[config.mk]
export PLATFORM = sky130hd
export DESIGN_NAME = axi_rd_arbiter
export DESIGN_NICKNAME = d
export VERILOG_FILES = /design/src/rtl/axi_rd_arbiter.sv
export SDC_FILE = /design/constraint.sdc
export NUM_CORES = 1
export LEC_CHECK = 0
export ABC_AREA = 1
export BUFFER_PORTS_ARGS = -buffer_cell sky130_fd_sc_hd__clkbuf_2
export CAP_MARGIN = 20
export CORE_MARGIN = 8
export CORE_UTILIZATION = 38
export DETAILED_ROUTE_END_ITERATION = 8
export GPL_TIMING_DRIVEN = 1
export PLACE_DENSITY_LB_ADDON = 0.12
export SETUP_SLACK_MARGIN = 0.3
export SYNTH_ARGS = -nofsm -noshare
export SYNTH_HDL_FRONTEND = slang
export SYNTH_SLANG_ARGS = --single-unit
[constraint.sdc]
create_clock -name clk -period 1.2 [get_ports clk]
set_clock_uncertainty 0.2 [all_clocks]
set_input_delay 0.06 -clock clk [delete_from_list [all_inputs] [get_ports clk]]
set_output_delay 0.06 -clock clk [all_outputs]
set_load 0.02 [all_outputs]
[src/rtl/axi_rd_arbiter.sv]
// Two-to-one AXI4 read-channel arbiter shared by the Icache and the Dcache.
// Round-robin grant, one outstanding transaction, R beats routed to the owner until rlast.
module axi_rd_arbiter #(
    parameter int ADDR_W       = 32,
    parameter int DATA_W       = 32,
    parameter int RR_RESET_PRI = 1
) (
    input  logic              clk,
    input  logic              rstn,
    input  logic              i_arvalid,
    input  logic [ADDR_W-1:0] i_araddr,
    input  logic [7:0]        i_arlen,
    output logic              i_arready,
    output logic [DATA_W-1:0] i_rdata,
    output logic              i_rvalid,
    output logic              i_rlast,
    input  logic              i_rready,
    input  logic              d_arvalid,
    input  logic [ADDR_W-1:0] d_araddr,
    input  logic [7:0]        d_arlen,
    output logic              d_arready,
    output logic [DATA_W-1:0] d_rdata,
    output logic              d_rvalid,
    output logic              d_rlast,
    input  logic              d_rready,
    output logic              arvalid,
    output logic [ADDR_W-1:0] araddr,
    output logic [7:0]        arlen,
    output logic [3:0]        arid,
    output logic [2:0]        arsize,
    output logic [1:0]        arburst,
    input  logic              arready,
    input  logic [DATA_W-1:0] rdata,
    input  logic              rvalid,
    input  logic              rlast,
    input  logic [1:0]        rresp,
    input  logic [3:0]        rid,
    output logic              rready
);

    typedef enum logic [1:0] {
        S_IDLE = 2'd0,
        S_AR   = 2'd1,
        S_R    = 2'd2
    } state_e;

    localparam logic RST_PRI = (RR_RESET_PRI != 0);

    state_e            state_q, state_d;
    logic              owner_q, owner_d;
    logic              pri_q, pri_d;
    logic [ADDR_W-1:0] araddr_q, araddr_d;
    logic [7:0]        arlen_q, arlen_d;
    logic              gnt_s;
    logic              gnt_dc_s;
    logic              in_r_s;
    logic              rready_s;
    logic              unused_s;

    // Single outstanding transaction: response id and status carry no routing information.
    assign unused_s = ^{rresp, rid};

    assign in_r_s   = (state_q == S_R);
    assign rready_s = in_r_s & (owner_q ? d_rready : i_rready);

    // Next-state, grant decision and request capture.
    always_comb begin
        state_d  = state_q;
        owner_d  = owner_q;
        pri_d    = pri_q;
        araddr_d = araddr_q;
        arlen_d  = arlen_q;
        gnt_s    = 1'b0;
        gnt_dc_s = 1'b0;
        case (state_q)
            S_IDLE: begin
                // Gated by rstn so no requester sees a handshake that reset will discard.
                gnt_s    = rstn & (i_arvalid | d_arvalid);
                gnt_dc_s = (i_arvalid & d_arvalid) ? pri_q : d_arvalid;
                if (gnt_s) begin
                    state_d  = S_AR;
                    owner_d  = gnt_dc_s;
                    araddr_d = gnt_dc_s ? d_araddr : i_araddr;
                    arlen_d  = gnt_dc_s ? d_arlen : i_arlen;
                end else begin
                    state_d = S_IDLE;
                end
            end
            S_AR: begin
                if (arready) begin
                    state_d = S_R;
                end else begin
                    state_d = S_AR;
                end
            end
            S_R: begin
                if (rvalid & rready_s & rlast) begin
                    state_d = S_IDLE;
                    pri_d   = ~owner_q;
                end else begin
                    state_d = S_R;
                end
            end
            default: begin
                state_d = S_IDLE;
            end
        endcase
    end

    // State and AR payload registers with synchronous active-low reset.
    always_ff @(posedge clk) begin
        if (!rstn) begin
            state_q  <= S_IDLE;
            owner_q  <= 1'b0;
            pri_q    <= RST_PRI;
            araddr_q <= '0;
            arlen_q  <= 8'd0;
        end else begin
            state_q  <= state_d;
            owner_q  <= owner_d;
            pri_q    <= pri_d;
            araddr_q <= araddr_d;
            arlen_q  <= arlen_d;
        end
    end

    assign i_arready = gnt_s & ~gnt_dc_s;
    assign d_arready = gnt_s & gnt_dc_s;

    assign arvalid = (state_q == S_AR);
    assign araddr  = araddr_q;
    assign arlen   = arlen_q;
    assign arid    = {3'b000, owner_q};
    assign arsize  = 3'b010;
    assign arburst = 2'b01;

    assign rready   = rready_s;
    assign i_rdata  = rdata;
    assign d_rdata  = rdata;
    assign i_rvalid = in_r_s & ~owner_q & rvalid;
    assign i_rlast  = in_r_s & ~owner_q & rlast;
    assign d_rvalid = in_r_s & owner_q & rvalid;
    assign d_rlast  = in_r_s & owner_q & rlast;

endmodule

==> results of run 1 <==
-- flip-flops by register name, indices dropped and copies added, names as in the netlist --
name and cells:
araddr 32, arlen 8, state_q 2, owner_q 1, pri_q 1
-- worst min-delay path, delay by kind of cell --
| family | cells | cell delay [ns] |
|---|---|---|
| and+or+nand+nor | 2 | 0.10 |
| buffers and inverters | 2 | 0.13 |
| AOI/OAI and AO/OA | 1 | 0.04 |
-- cell type report --
class                      instances  area [um2]  share of cell area
clock buffer                       8       90.09             0.01633
inverter                          90       340.3             0.06171
multi-input combinational        240        1660              0.3010
sequential                        44       940.9              0.1706
tap                              108       135.1             0.02450
timing repair buffer             229        2349              0.4258
-- cells in the mapped netlist (all sizes together) --
cell type	n	share of area
clkbuf	7	0.0077
dfxtp	44	0.26
nor3	4	0.0058
nor2	8	0.019
conb	2	0.0022
o21bai	1	0.0022
o21ai	1	0.0015
nand3b	1	0.0022
buf	91	0.21
inv	90	0.099
nand3	83	0.18
nand2	92	0.10
a21oi	42	0.11
-- path summary, 6_finish.rpt --
path | slack (ns) | cells after the start | from | end
min reg2reg | 0.28 | 2 | araddr[3] | araddr[3]
max | -0.27 | 7 | state_q[0] | arlen[7]
max reg2reg | -0.27 | 7 | state_q[0] | arlen[7]
min | -0.13 | 5 | i_araddr[9] | araddr[9]
-- cell families after synthesis --
logic type | after synthesis | share of synthesized area
and+or+nand+nor | 188 | 0.3128
buffers and inverters | 188 | 0.3179
other | 2 | 0.002193
DFF | 44 | 0.2572
AOI/OAI and AO/OA | 44 | 0.1100
-- through the flow --
stage / hold slack, ns / setup slack (ns) / instance area (um2) / setup TNS, ns
floorplan: -0.05590 / -0.03676 / 3505 / -1.223
global placement: -0.07980 / -0.08512 / 3822 / -3.312
detailed placement: -0.07980 / -0.1378 / 3822 / -5.119
CTS: -0.1373 / -0.2664 / 5151 / -10.89
global route: -0.1211 / -0.3361 / 5515 / -13.68
finish: -0.1263 / -0.2708 / 5515 / -10.23
-- what timing repair did --
item,4_1_cts,5_1_grt
endpoints found under the setup margin,93,157
cloned,8,0
gates resized for setup,161,117
pin swaps,9,13
endpoints found under the hold margin,108,41
buffers inserted,21,10
-- metal layers --
layer,wire length (um),GRT usage,vias up
li1,-,-,1641
met1,4341,0.1869,1564
met2,5766,0.3064,133
met3,771,0.04870,6
met4,89,0.03694,0
met5,0,0,-
-- where the power goes --
part	switching (mW)	leakage [nW]	internal, mW	total [mW]
combinational	1.09	2.56	1.10	2.19
sequential	0.116	0.378	1.61	1.72
clock	0.518	0.0455	0.471	0.989
total	1.72	2.98	3.18	4.90
==> run metrics, run 1 <==
status finished, violations left; violated checks negative hold slack, negative setup slack; Residual DRC 0; H-tree depth 2; hold_buf cts 33; MaxCap Viol Count 0; P&R area growth vs syn 61.05%; TritonCTS buffer count 5; Die Span Y 110.9 um; Fin. Hold Viols 44; worst-path cell chain inv_2 > nand3_4 > nor2_8 > buf_4 > buf_16 > nand3_2 > a21oi_2; Tot GR Track Use 0.1681; initial antenna violation count 0; largest net degree at the start of global routing 42; clk slew on worst S/H paths 0.08 ns; Clock Latency Late Sink 0.29 ns; Buf/Inv on CP 3; Hold WS -0.1263 ns; CP max-delay cell dfxtp_2; synth unique cells 23; Mean Syn Cell Area 7.349 um2; Core ar. 0.008721 mm2; grt ovf 0; endpoints failing setup 50; global-route wire length before repair 17.53 mm; Buffers on Ports 137; Final WS setup -0.2708 ns; Power Density 889.3 mW/mm2; WL final 10.97 mm; Die X 110.9 um; router iterations before antenna repair 4; fin util 0.6324; CTS max path bufs 2; LEAKAGE 2.985 nW; post-route insts no fill 719; WL/cell 15.25 um; fmax 0.6799 GHz; Hold WC Path Type in2reg; CTS tree yes; Startpoint Class register; commonest non-fill, non-tap cell in the layout clkbuf_2; Iter 0 DRT Violations 103; Post-Syn Instances 466; Tcrit/Tclk final 1.226; diodes inserted 0; Crit Path Max Fanout 8; Total Power 4.905 mW; CTS Sinks 44; Starting Density 0.3927; Nets 737; Critical Path End Type register; Die Area 0.01231 mm2; placed cells 639; highest-count cells in the layout ignoring fill and taps clkbuf_2, inv_1, nand2_1, buf_8, dfxtp_2; Routed Antenna Nets 0; IO Pins 248; yosys warns 0; CP top delay family buffers and inverters; global placement routability congestion 0.7787; dpl hpwl 6.920 mm; Final min period 1.471 ns; synthesized flop and latch total 44; Peak VDD IR 448.0 uV; DR vias 3344; root buffer cell clkbuf_8; vias per std cell 4.651; # fillers 759; share of synthesized area occupied by flip-flops and latches 0.2572; RSZ-0062 raised after global routing yes; Worst Path Arrival 1.50 ns; final slew viol count 0; worst endpoint required time 1.23 ns; # rows 34; Cell Area, Synth 0.003425 mm2; number of global-route vias before repair 3580; Crit Path Class reg2reg; layout cells sized above 1 0.6137; Max stage delay on crit path 0.35 ns
Note: power is estimated with default switching activity, not from simulation.
==> run 2, diff against run 1 <==
ABC_CLOCK_PERIOD_IN_PS = 1200   (was not set)
BUFFER_PORTS_ARGS = not set   (was -buffer_cell sky130_fd_sc_hd__clkbuf_2)
CORE_AREA = 8 8 91 93   (was not set)
CORE_MARGIN = not set   (was 8)
CORE_UTILIZATION = not set   (was 38)
DIE_AREA = 0 0 99 101   (was not set)
DONT_BUFFER_PORTS = 1   (was not set)
==> run 2 against run 1 <==
Effect of this change: the flow still finishes with violations (negative hold slack, negative setup slack); register-to-register slack is essentially flat; worst setup slack lost 0.0038 ns; combinational power shrank 11%; non-clock buffer count shrank 75; via count shrank 7.8%; first-iteration DRC count grew 9.7%; clock power shrank 6.8%; critical path depth is the same; total power shrank 6.7%; highest routed layer unchanged.
==> run metrics, run 2 (same netlist as run 1, synthesis figures left out) <==
status finished, violations left; violated checks negative hold slack, negative setup slack; Hold WC Path Type in2reg; sequential power share 0.374; DP Area 0.003427 mm2; flop2flop setup slack -0.27 ns; global placement routability congestion 0.8038; Starting Density 0.4932; Crit Path Class reg2reg; number of global-route vias before repair 3122; vias per std cell 4.990; Worst R2R End araddr[28]; Fin. Hold Viols 44; final instance area 0.005041 mm2; initial antenna violation count 0; Nets 662; Final min period 1.475 ns; sw power 1.634 mW; Final WS setup -0.2747 ns; Core ar. 0.006943 mm2; DR vias 3084; Max stage delay on crit path 0.39 ns; commonest non-fill, non-tap cell in the layout inv_1; dpl hpwl 6.266 mm; clk slew on worst S/H paths 0.09 ns; CP max-delay cell dfxtp_4; Die X 99 um; LEAKAGE 2.618 nW; largest net degree at the start of global routing 44; Peak VDD IR 561.3 uV; Tcrit/Tclk final 1.229; Clock power frac 0.201; Total Power 4.576 mW; Tot GR Track Use 0.1931; MaxCap Viol Count 0; WL final 10.73 mm; router iterations before antenna repair 4; final slew viol count 0; Startpoint Class register; cell mode on critical path nand3_4; TritonCTS buffer count 5; Sw Share 0.3571; Gate power share 0.425; Die Span Y 101 um; Reg-to-Reg Start state_q[1]; internal power 2.942 mW; Residual DRC 0; worst endpoint required time 1.22 ns; endpoints failing setup 52; placed cells 519; Hold WS -0.3777 ns; H-tree depth 2; WL/cell 17.36 um; # fillers 540; layout cells sized above 1 0.5037; Clock Latency Late Sink 0.30 ns; worst-path cell chain inv_4 > nand3_4 > nor2_8 > buf_12 > buf_16 > nand3_4 > a21oi_2; max reg flops 32; IO Pins 248; worst r2r path cells 7; Power Density 907.7 mW/mm2; Worst setup startpoint state_q[1]; Iter 0 DRT Violations 113; RSZ-0062 raised after global routing yes; P&R area growth vs syn 47.20%; Routed Antenna Nets 0; # rows 31; fmax 0.6781 GHz; CTS tree yes; Buffers on Ports 0; CTS max path bufs 2; Die Area 0.009999 mm2; Crit Path Max Fanout 8; CTS Sinks 44; grt ovf 0; Worst setup endpoint araddr[28]; global-route wire length before repair 15.57 mm; post-route insts no fill 618; highest-count cells in the layout ignoring fill and taps inv_1, nand2_1, buf_6, nand3_2, dfxtp_2; root buffer cell clkbuf_8; fin util 0.7261; diodes inserted 0; Worst Path Arrival 1.50 ns; Critical Path End Type register
[run 2: cell count changes in the layout (fill, tap and decap cells not counted), moves of 5 or more]
| cell | delta |
|---|---|
| dlygate4sd3_1 | +22 |
| buf_4 | -6 |
| clkbuf_4 | -5 |
| nand2_1 | +21 |
| buf_6 | +46 |
| nand2_2 | -18 |
| clkbuf_2 | -88 |
| buf_8 | -44 |
| nand3_1 | -11 |
| nand3_2 | +11 |
[run 2: final cells by class]
| cell class | count | area (um2) | share of cell area |
|---|---|---|---|
| multi-input cells | 240 | 1693 | 0.3358 |
| flip-flops and latches | 44 | 943.4 | 0.1871 |
| well taps | 82 | 102.6 | 0.02035 |
| repair buffers | 154 | 1873 | 0.3716 |
| clock buffers | 7 | 76.32 | 0.01514 |
| inverters | 90 | 347.8 | 0.06900 |
| clock inverters | 1 | 5.005 | 0.0009928 |
[run 2: how the worst min path moves through the flow]
stage	from	end	slack, ns	cells after the start
final	rstn	pri_q	-0.38	1
after global routing	rstn	pri_q	-0.39	1
after CTS	rstn	pri_q	-0.37	1
after detailed placement	rdata[19]	d_rdata[19]	-0.08	0
after global placement	rdata[19]	d_rdata[19]	-0.08	0
after floorplan	rstn	pri_q	-0.06	1
[run 2: per-layer routing]
layer / up-vias / GRT usage / part of all wire
li1: 1484 / - / -
met1: 1460 / 0.2037 / 0.38
met2: 133 / 0.3623 / 0.54
met3: 7 / 0.05870 / 0.071
met4: 0 / 0.04959 / 0.0095
met5: - / 0 / 0
[run 2: power by group through the flow]
stage / clock [mW] / sequential [mW] / combinational [mW]
after floorplan: 0 / 1.81 / 1.09
after CTS: 0.959 / 1.70 / 1.80
final: 0.922 / 1.71 / 1.94
after detailed placement: 0 / 1.68 / 1.19
after global placement: 0 / 1.68 / 1.18
after global routing: 1.01 / 1.72 / 2.07
[run 2: worst max-delay path, delay by kind of cell, from the launching register on]
family / cells / cell delay (ns)
AO/OA/AOI/OAI: 1 / 0.13
buffers and inverters: 3 / 0.31
flip-flops: 1 / 0.39
AND/OR/NAND/NOR: 3 / 0.36
[run 2: timing repair]
action | 4_1_cts | 5_1_grt
setup endpoints to repair | 93 | 157
gates resized for setup | 131 | 54
hold buffers | 51 | 4
hold endpoints to repair | 108 | 44
pin swaps | 12 | 15
cloned | 4 | 1
buffers inserted | 16 | 15
[run 2: stage by stage]
step / setup TNS, ns / worst slack (ns)
3_5_place_dp: -5.088 / -0.1377
4_1_cts: -10.45 / -0.2757
2_1_floorplan: -1.223 / -0.03676
5_1_grt: -14.71 / -0.3412
3_3_place_gp: -3.907 / -0.1048
6_report: -11.67 / -0.2747
==> run 3, diff against run 2 <==
==> constraint.sdc (replaced) <==
create_clock -name clk -period 1.2 [get_ports clk]
set_clock_uncertainty 0.2 [all_clocks]
set_input_delay 0.12 -clock clk [delete_from_list [all_inputs] [get_ports clk]]
set_output_delay 0.12 -clock clk [all_outputs]
set_load 0.02 [all_outputs]
==> run 3 against run 2 <==
Effect of this change: the run still ends with negative hold slack, negative setup slack left; die area unchanged; first-iteration DRC count decreased by 26%; register-to-register slack barely moved; sequential power about the same; core utilization shrank 1.0 points; critical endpoint is now d_arready; largest cell class is now multi-input combinational cells.
==> run metrics, run 3 (same netlist as run 1, synthesis figures left out) <==
root buffer cell clkbuf_8; CTS Sinks 44; WL final 10.53 mm; placed cells 518; TritonCTS buffer count 5; sw power 1.552 mW; Die Area 0.009999 mm2; Total Power 4.623 mW; worst endpoint required time 0.88 ns; MaxCap Viol Count 0; layout cells sized above 1 0.6424; hold_buf cts 7; Peak VDD IR 505.2 uV; violated checks negative hold slack, negative setup slack; Worst setup startpoint pri_q; initial antenna violation count 0; vias per std cell 5.017; Residual DRC 0; Worst Path Arrival 1.18 ns; # fillers 566; CTS max path bufs 2; H-tree depth 2; final instance area 0.004970 mm2; P&R area growth vs syn 45.12%; fmax 0.6676 GHz; Routed Antenna Nets 0; endpoints failing setup 50; router iterations before antenna repair 4; Fin. Hold Viols 41; grt ovf 0; Hold WS -0.1697 ns; clk slew on worst S/H paths 0.09 ns; Final min period 1.498 ns; final slew viol count 0; final setup TNS -11.94 ns; CTS tree yes; Buffers on Ports 0; Power Density 930.1 mW/mm2; Iter 0 DRT Violations 84; Clock Latency Late Sink 0.29 ns; pre-CTS setup slack -0.1215 ns; Gate power share 0.420; DP Area 0.003420 mm2; Crit Path Class reg2out; Critical Path End Type output port; Startpoint Class register; global-route wire length before repair 15.16 mm; RSZ-0062 raised after global routing yes; sequential power share 0.368; Die X 99 um; fin util 0.7158; global placement routability congestion 0.7321; Core ar. 0.006943 mm2; Sw Share 0.3357; internal power 3.071 mW; # rows 31; hold_sp d_arvalid; Starting Density 0.4932; Final WS setup -0.2980 ns; highest-count cells in the layout ignoring fill and taps inv_1, buf_6, nand2_1, nand3_2; DR vias 2965; IO Pins 248; post-route insts no fill 591; WL/cell 17.82 um; number of global-route vias before repair 3042; status finished, violations left; Clock power frac 0.211; diodes inserted 0; Tcrit/Tclk final 1.248; max reg flops 32; Die Span Y 101 um; Hold WC Path Type in2reg; largest net degree at the start of global routing 44; commonest non-fill, non-tap cell in the layout inv_1; LEAKAGE 2.337 nW; Tot GR Track Use 0.1914; Nets 635; dpl hpwl 6.167 mm; Reg-to-Reg Start pri_q; Crit Path Max Fanout 3
-- run 3: final timing paths --
path,slack (ns),cells after the start,end
worst max-delay path,-0.30,6,d_arready
worst min-delay path,-0.17,3,araddr[28]
worst max register to register,-0.28,9,araddr[31]
worst min register to register,0.27,2,araddr[7]
-- run 3: timing repair --
action | 4_1_cts | 5_1_grt
buffers inserted | 25 | 20
pin swaps | 14 | 29
resized for setup | 155 | 61
setup endpoints to repair | 93 | 93
endpoints found under the hold margin | 44 | 41
gates cloned | 9 | 4
-- run 3: power groups by stage --
| stage | clock network (mW) | registers, mW | logic [mW] |
|---|---|---|---|
| 2_1_floorplan | 0 | 1.81 | 1.09 |
| 3_3_place_gp | 0 | 1.68 | 1.19 |
| 3_5_place_dp | 0 | 1.68 | 1.20 |
| 4_1_cts | 0.996 | 1.70 | 1.71 |
| 5_1_grt | 1.06 | 1.72 | 2.07 |
| 6_report | 0.977 | 1.70 | 1.94 |
-- run 3: routing by layer --
layer / global-route usage / vias up / routed length, um
met5: 0 / - / 0
li1: - / 1439 / -
met1: 0.2075 / 1397 / 4214
met3: 0.05041 / 29 / 672
met2: 0.3378 / 100 / 5361
met4: 0.09445 / 0 / 284
-- run 3: final cells by class --
cell class | count | area [um2] | area share
well taps | 82 | 102.6 | 0.02064
clock buffers | 8 | 90.09 | 0.01813
inverters | 90 | 342.8 | 0.06898
flip-flops and latches | 44 | 943.4 | 0.1898
multi-input cells | 240 | 1886 | 0.3794
repair buffers | 127 | 1605 | 0.3230
-- run 3: critical path, cell delays in order, from the launching register on --
cell,delay (ns)
dfxtp_2,0.34
inv_2,0.04
nand2_4,0.07
buf_6,0.10
nand2_4,0.06
buf_12,0.13
nor2_4,0.14
